===== src/rtl/rc4_stream_xor_if.sv =====
// rc4_stream_xor_if: control, keystream, input and output stream signals of rc4_stream_xor
interface rc4_stream_xor_if #(
    parameter int LEN_W = 16
);
    logic start;
    logic [LEN_W-1:0] msg_len;
    logic ks_valid, ks_ready;
    logic [7:0] ks_data;
    logic din_valid, din_ready;
    logic [7:0] din_data;
    logic dout_valid, dout_ready;
    logic [7:0] dout_data;
    logic busy, done;
    logic [LEN_W-1:0] byte_cnt;
    modport master (
        output start, msg_len, ks_valid, ks_data, din_valid, din_data, dout_ready,
        input ks_ready, din_ready, dout_valid, dout_data, busy, done, byte_cnt
    );
    modport slave (
        input start, msg_len, ks_valid, ks_data, din_valid, din_data, dout_ready,
        output ks_ready, din_ready, dout_valid, dout_data, busy, done, byte_cnt
    );
endinterface


===== src/rtl/rc4_stream_xor.sv =====
// rc4_stream_xor: buffers RC4 keystream in a FIFO and XORs it onto a length-framed byte stream
module rc4_stream_xor #(
    parameter int KS_DEPTH = 4,
    parameter int LEN_W = 16
) (
    input logic clk,
    input logic rst,
    rc4_stream_xor_if.slave bus
);
    localparam int AW = $clog2(KS_DEPTH);
    typedef enum logic [1:0] {IDLE, RUN, FIN} state_t;
    state_t state_q, state_d;
    logic [7:0] mem_q [KS_DEPTH];
    logic [7:0] mem_d [KS_DEPTH];
    logic [AW:0] wr_q, wr_d, rd_q, rd_d, fill;
    logic [LEN_W-1:0] len_q, len_d, cnt_q, cnt_d;
    logic [7:0] dout_q, dout_d;
    logic dout_valid_q, dout_valid_d, done_q, done_d;
    logic full, empty, out_free, din_ok, push, pop;
    always_comb begin
        // pointers carry one extra bit so full and empty are distinguishable
        fill = wr_q - rd_q;
        full = fill == (AW+1)'(KS_DEPTH);
        empty = fill == '0;
        out_free = !dout_valid_q || bus.dout_ready;
        din_ok = state_q == RUN && cnt_q < len_q && !empty && out_free;
        push = bus.ks_valid && !full;
        pop = din_ok && bus.din_valid;
        mem_d = mem_q;
        if (push) mem_d[wr_q[AW-1:0]] = bus.ks_data;
        wr_d = wr_q + {{AW{1'b0}}, push};
        rd_d = rd_q + {{AW{1'b0}}, pop};
        dout_d = pop ? bus.din_data ^ mem_q[rd_q[AW-1:0]] : dout_q;
        dout_valid_d = pop || (dout_valid_q && !bus.dout_ready);
        state_d = state_q;
        done_d = 1'b0;
        len_d = len_q;
        cnt_d = cnt_q + {{(LEN_W-1){1'b0}}, pop};
        if (state_q == IDLE && bus.start) begin
            state_d = RUN;
            len_d = bus.msg_len;
            cnt_d = '0;
        end
        if (state_q == RUN && cnt_q == len_q) state_d = FIN;
        if (state_q == FIN && out_free) begin
            state_d = IDLE;
            done_d = 1'b1;
        end
    end
    always_ff @(posedge clk) begin
        mem_q <= mem_d;
        if (rst) begin
            state_q <= IDLE;
            wr_q <= '0;
            rd_q <= '0;
            len_q <= '0;
            cnt_q <= '0;
            dout_q <= '0;
            dout_valid_q <= 1'b0;
            done_q <= 1'b0;
        end else begin
            state_q <= state_d;
            wr_q <= wr_d;
            rd_q <= rd_d;
            len_q <= len_d;
            cnt_q <= cnt_d;
            dout_q <= dout_d;
            dout_valid_q <= dout_valid_d;
            done_q <= done_d;
        end
    end
    assign bus.ks_ready = !full;
    assign bus.din_ready = din_ok;
    assign bus.dout_valid = dout_valid_q;
    assign bus.dout_data = dout_q;
    assign bus.busy = state_q != IDLE;
    assign bus.done = done_q;
    assign bus.byte_cnt = cnt_q;
endmodule


===== src/flat_wrapper.sv =====
// flat-port wrapper written by rule: the top's interface ports become plain ports
module rc4_stream_xor_flat 
#(
    parameter int KS_DEPTH = 4,
    parameter int LEN_W = 16
)
  (clk, rst, bus_start, bus_msg_len, bus_ks_valid, bus_ks_data, bus_din_valid, bus_din_data, bus_dout_ready, bus_ks_ready, bus_din_ready, bus_dout_valid, bus_dout_data, bus_busy, bus_done, bus_byte_cnt);
  rc4_stream_xor_if #(.LEN_W(LEN_W)) bus_i ();
  input logic clk;
  input logic rst;
  input wire logic [$bits(bus_i.start)-1:0] bus_start;
  input wire logic [$bits(bus_i.msg_len)-1:0] bus_msg_len;
  input wire logic [$bits(bus_i.ks_valid)-1:0] bus_ks_valid;
  input wire logic [$bits(bus_i.ks_data)-1:0] bus_ks_data;
  input wire logic [$bits(bus_i.din_valid)-1:0] bus_din_valid;
  input wire logic [$bits(bus_i.din_data)-1:0] bus_din_data;
  input wire logic [$bits(bus_i.dout_ready)-1:0] bus_dout_ready;
  output wire logic [$bits(bus_i.ks_ready)-1:0] bus_ks_ready;
  output wire logic [$bits(bus_i.din_ready)-1:0] bus_din_ready;
  output wire logic [$bits(bus_i.dout_valid)-1:0] bus_dout_valid;
  output wire logic [$bits(bus_i.dout_data)-1:0] bus_dout_data;
  output wire logic [$bits(bus_i.busy)-1:0] bus_busy;
  output wire logic [$bits(bus_i.done)-1:0] bus_done;
  output wire logic [$bits(bus_i.byte_cnt)-1:0] bus_byte_cnt;
  assign bus_i.start = bus_start;
  assign bus_i.msg_len = bus_msg_len;
  assign bus_i.ks_valid = bus_ks_valid;
  assign bus_i.ks_data = bus_ks_data;
  assign bus_i.din_valid = bus_din_valid;
  assign bus_i.din_data = bus_din_data;
  assign bus_i.dout_ready = bus_dout_ready;
  assign bus_ks_ready = bus_i.ks_ready;
  assign bus_din_ready = bus_i.din_ready;
  assign bus_dout_valid = bus_i.dout_valid;
  assign bus_dout_data = bus_i.dout_data;
  assign bus_busy = bus_i.busy;
  assign bus_done = bus_i.done;
  assign bus_byte_cnt = bus_i.byte_cnt;
  rc4_stream_xor #(.KS_DEPTH(KS_DEPTH), .LEN_W(LEN_W)) u_core (.clk(clk), .rst(rst), .bus(bus_i));
endmodule

===== config.mk =====
export PLATFORM = sky130hd
export DESIGN_NAME = rc4_stream_xor_flat
export DESIGN_NICKNAME = d
export VERILOG_FILES = /design/src/rtl/rc4_stream_xor_if.sv /design/src/rtl/rc4_stream_xor.sv /design/src/flat_wrapper.sv
export SDC_FILE = /design/constraint.sdc
export NUM_CORES = 1
export LEC_CHECK = 0
export BUFFER_PORTS_ARGS = -buffer_cell sky130_fd_sc_hd__buf_4
export CAP_MARGIN = 20
export CORE_MARGIN = 3
export CORE_UTILIZATION = 50
export DETAILED_ROUTE_END_ITERATION = 6
export PLACE_DENSITY = 0.72
export SYNTH_ARGS = -nofsm -noshare
export SYNTH_HDL_FRONTEND = slang
export SYNTH_SLANG_ARGS = --single-unit
export TNS_END_PERCENT = 20

===== constraint.sdc =====
create_clock -name clk -period 3.2 [get_ports clk]
set_input_delay 0.96 -clock clk [delete_from_list [all_inputs] [get_ports clk]]
set_output_delay 0.96 -clock clk [all_outputs]
set_load 0.005 [all_outputs]

Word-level counts from Yosys, hierarchy flattened
Cells that the tools add are included.

operators by class
  muxes and demuxes = 9
  add/subtract/negate cells = 4
  bitwise operators = 3
  eq/ne operators = 4
  reduce and logical (&&, ||, !) cells = 23
  order comparisons = 4

operator list
  operator                                             number
  bitwise mux 32 bit                                   1
  2-to-1 mux 8 bit                                     3
  adder 16 x 1 -> 16 bit                               1
  binary-select mux 8 bit (select 2 bit)               1
  demux 8 bit (select 2 bit)                           1
  equality test 16 bit                                 1
  < comparator 16 bit                                  1
  logical AND 1 bit                                    10
  bitwise XOR 8 bit                                    1
  adder 3 x 1 -> 3 bit                                 2
  >= comparator 3 bit, second input constant           2
  NOT 2 -> 3 bit                                       2
  logical NOT 1 bit                                    4
  2-to-1 mux 2 bit                                     2
  nonzero test 2 bit                                   2
  OR reduction 2 bit                                   2
  equality test 3 bit, second input constant           1
  logical NOT 3 bit                                    1
  < comparator 3 x 1 -> 1 bit, second input constant   1
  OR reduction 3 bit                                   1
  subtractor 3 bit                                     1
  equality test 2 x 1 -> 1 bit, second input constant  1
  equality test 2 bit, second input constant           1
  logical NOT 2 bit                                    1
  other kinds (2)                                      3

storage, ports and cells
  bits of input ports = 38
  output and inout bits = 29
  register bits after elaboration = 82

Logic depth before layout (Yosys ltp)
  word-level depth = 7
  gate-level depth with buffers = 15
  mapped depth without buffers = 14

Least setup slack after synthesis
No wires, ideal clock.

  kind = input -> register
  from = input bus_dout_ready
  to = register u_core.cnt_q[14] (netlist: u_core.bus.byte_cnt[14])
  path slack = 0.239 ns
  stages = 12
  arrival = 2.833 ns
  library setup time = 0.128 ns
  cell sequence = nand2b_1 nand4_1 a311oi_2 o2111ai_4 inv_1 ha_1 ha_1 and4_1 nand2_1 nor3_1 xnor2_1 nor2_1

between the ends
  longest elaborated chain between the ends = 4

RTL lines
  what                    RTL line              RTL
  start, declared         flat_wrapper.sv:17    input wire logic [$bits(bus_i.dout_ready)-1:0] bus_dout_ready;
  logical OR 1 bit        rc4_stream_xor.sv:25  out_free = !dout_valid_q || bus.dout_ready;
  logical AND 1 bit       rc4_stream_xor.sv:26  din_ok = state_q == RUN && cnt_q < len_q && !empty && out_free;
  logical AND 1 bit       rc4_stream_xor.sv:28  pop = din_ok && bus.din_valid;
  via u_core.pop          rc4_stream_xor.sv:19  logic full, empty, out_free, din_ok, push, pop;
  adder 16 x 1 -> 16 bit  rc4_stream_xor.sv:38  cnt_d = cnt_q + {{(LEN_W-1){1'b0}}, pop};
  end signal, assigned    rc4_stream_xor.sv:66  cnt_q <= cnt_d;
  end, declared           rc4_stream_xor.sv:16  logic [LEN_W-1:0] len_q, len_d, cnt_q, cnt_d;

The timed path passes the listed nets, and every way through them passes these cells.
A chain may end at the register's enable or synchronous reset.

Worst setup path in the final report
  from = register u_core.cnt_q[6] (netlist: u_core.bus.byte_cnt[6])
  to = output bus_din_ready

between the ends
  longest elaborated chain between the ends = 4

RTL lines
  what                            RTL line              RTL
  < comparator 16 bit             rc4_stream_xor.sv:26
  logical AND 1 bit (3 in a row)  rc4_stream_xor.sv:26
  end, declared                   flat_wrapper.sv:19    output wire logic [$bits(bus_i.din_ready)-1:0] bus_din_ready;

Every way passes these cells.

==> results.md <==
* Outcome: completed
* Max-Cap Viols at 0
* Routed len/inst at 15.3 um
* Worst Max-Slew Pin Slew at 0.767 ns
* Final min period at 3.06 ns
* Drt drc at 0
* Rel. slew slack at 0.487
* Pin count of the biggest net entering global routing at 44
* Final hold slack at 0.461 ns
* Final period utilization at 0.957
* CP endpoint kind: primary output
* CP top delay family: simple AND/OR/NAND/NOR gates
* Syn_nets at 404
* CTS H-tree lvls at 3
* Clk Latency, worst-skew pair at 0.36 ns
* Die area at 8440 um2
* Diodes inserted at 0
* Synth Area per Inst at 10.8 um2
* Syn-to-layout area delta at 24.0%
* Vias per cell at 5.15
* Synth unique cells at 32
* Clock Tree Buf Depth at 2
* Core area at 6980 um2
* Detailed placer's ending HPWL at 5860 um
* Worst EP arrival at 2.10 ns
* Critical path type: reg -> out
* Critical Path, Cell by Cell: ha_1 > nand4_1 > nor4_4 > o21ai_2 > o211a_1 > buf_4
* Final total power at 2.20 mW
* Post-route core utilization at 0.655
* CP Depth at 6
* Total routed wirelength at 7970 um
* Startpoint Class: flop
* Post-Synthesis Cells at 342
* CTS tree: built
* All-Layer GR Usage at 0.197
* Row count at 30
* Placed instance count at 506
* First-pass GRT wire length at 12900 um
* Num ports at 67
* Final Hold Viols at 0
* Area share of the largest cell type after synthesis at 0.272
* Fmax at 0.327 GHz
* Post-Synthesis Cell Area at 3690 um2
* Remaining antenna violation count at 0
* Clk_skew at 0.0129 ns
* Slowest cell on crit path: nor4_4
* Register-to-Register Path Depth at 14
* 1st-pass router iterations at 4
* RSZ-0062 raised after global routing: false
* CP bufs+invs at 1
* Num CTS Buffers at 9
* Total clock sinks at 82
* Hold path cells at 2
* Share of cells above drive strength 1 at 0.272
* Final setup fails at 0
* Crit path largest cell delay at 0.41 ns
* Initial Util at 0.528
* Grt ovf at 0
* Placer congestion estimate at 0.834
* Synth warn at 0
* Die width at 91.9 um
* Sequential element share of the synthesized area at 0.532
* Final Max Slew Viols at 0
* Clk slew on worst S/H paths at 0.10 ns
* Root Buffer: clkbuf_8
* Worst-path maximum fanout at 6
* DIE HEIGHT at 91.9 um
* Top cells by area, synth: dfxtp_1 27%, edfxtp_1 26%, ha_1 8.1%
* Yosys top cell by area: dfxtp_1
* Vias in the first global route at 2703
* Fin area at 4570 um2
* Hold Crit Class: reg -> reg
* Post-CTS setup buffers at 0
* DR iter-0 viols at 66
* Fin cells at 522
* Leakage at 1.88 nW
* PD cells at 481 nW/um2
* Total number of vias at 2690
* Post-DP Area at 4360 um2
* # port buffers at 66
* Cts hold-fix bufs at 0
* Yosys reg bits at 82
* Antenna violations before repair at 0
* Max VDD drop at 322 uV
* Nets at 483
* CP required at 2.24 ns
==> cell usage after synthesis (all sizes together) <==
| cell | instances |
|---|---|
| a311oi | 1 |
| o21ai | 6 |
| and4 | 2 |
| mux4 | 8 |
| xnor2 | 17 |
| a211oi | 1 |
| nor2 | 27 |
| and3 | 4 |
| inv | 27 |
| nand3 | 6 |
| buf | 3 |
| nor3 | 4 |
| a21o | 1 |
| or2 | 1 |
| nor4 | 4 |
| nor2b | 15 |
| clkbuf | 8 |
| o2111ai | 1 |
| ha | 24 |
| nand2 | 45 |
| nand2b | 2 |
| nand3b | 1 |
| nand4 | 5 |
| or3 | 2 |
| mux2 | 8 |
| a21oi | 29 |
| dfxtp | 50 |
| edfxtp | 32 |
| xor2 | 7 |
| o211a | 1 |
==> registers in the layout, indices dropped and copies added, names as in the netlist <==
name                   flops
u_core.bus.byte_cnt       16
u_core.bus.done            1
u_core.bus.dout_data       8
u_core.bus.dout_valid      1
u_core.len_q              16
u_core.mem_q              32
u_core.rd_q                3
u_core.state_q             2
u_core.wr_q                3
==> layout make-up <==
| type | instances | area (um2) |
|---|---|---|
| clock buffers | 9 | 124 |
| clock inverters | 7 | 78.8 |
| fillers | 585 | 2410 |
| inverters | 27 | 101 |
| multi-input cells | 222 | 1590 |
| flip-flops and latches | 82 | 1960 |
| well taps | 96 | 120 |
| repair buffers | 79 | 593 |
==> what timing repair did <==
action,in CTS,in global routing
pin swaps,0,1
endpoints found under the setup margin,1,1
gates resized for setup,1,2
==> path summary, 6_finish.rpt <==
path	startpoint	endpoint	slack (ns)
worst max-delay path	u_core.bus.byte_cnt[6]$_SDFF_PP0_	bus_din_ready	0.14
worst min-delay path	u_core.len_q[5]$_SDFFE_PP0P_	u_core.len_q[5]$_SDFFE_PP0P_	0.46
worst min register to register	u_core.len_q[5]$_SDFFE_PP0P_	u_core.len_q[5]$_SDFFE_PP0P_	0.46
worst max register to register	u_core.len_q[15]$_SDFFE_PP0P_	u_core.bus.byte_cnt[14]$_SDFF_PP0_	0.29
==> power breakdown <==
group | switching [mW] | internal [mW] | total [mW]
Sequential | 0.0214 | 1.13 | 1.16
Combinational | 0.149 | 0.138 | 0.287
Clock | 0.442 | 0.314 | 0.756
==> stage by stage <==
step	setup TNS, ns	setup slack, ns
2_1_floorplan	0	0.239
3_3_place_gp	0	0.135
3_5_place_dp	-0.00258	-0.00258
4_1_cts	0	0.0129
5_1_grt	0	0.0463
6_report	0	0.139
==> tightest hold or removal path, delay by kind of cell (launching register included) <==
| kind | cells | cell delay (ns) |
|---|---|---|
| DFF | 1 | 0.32 |
| AOI/OAI and AO/OA | 1 | 0.05 |
| and+or+nand+nor | 1 | 0.05 |
==> cell families after synthesis <==
group | Yosys count | synth area share
compound gates | 40 | 0.0655
simple gates | 118 | 0.151
xor+xnor | 24 | 0.0570
fa+ha+maj | 24 | 0.0815
flops | 82 | 0.532
buf+inv | 38 | 0.0390
mux | 16 | 0.0733
==> routing by layer <==
metal,up-vias,share of wire,track usage
li1,1334,-,-
met1,1281,0.43,0.236
met2,59,0.51,0.339
met3,16,0.039,0.0410
met4,0,0.025,0.0891
met5,-,0,0
==> cell usage in the layout (no fill, tap or decap), types with 5 or more instances in the layout <==
cell and count:
nor2_1 27, dfxtp_1 50, buf_4 79, inv_1 27
xnor2_1 17, nand2_1 45, ha_1 24, nand3_1 6
a21oi_1 29, mux2_2 8, nand4_1 5, clkbuf_8 9
o21ai_0 5, nor2b_1 15, xor2_1 7, mux4_2 8
edfxtp_1 32
Power figures use the tool's default switching activity.
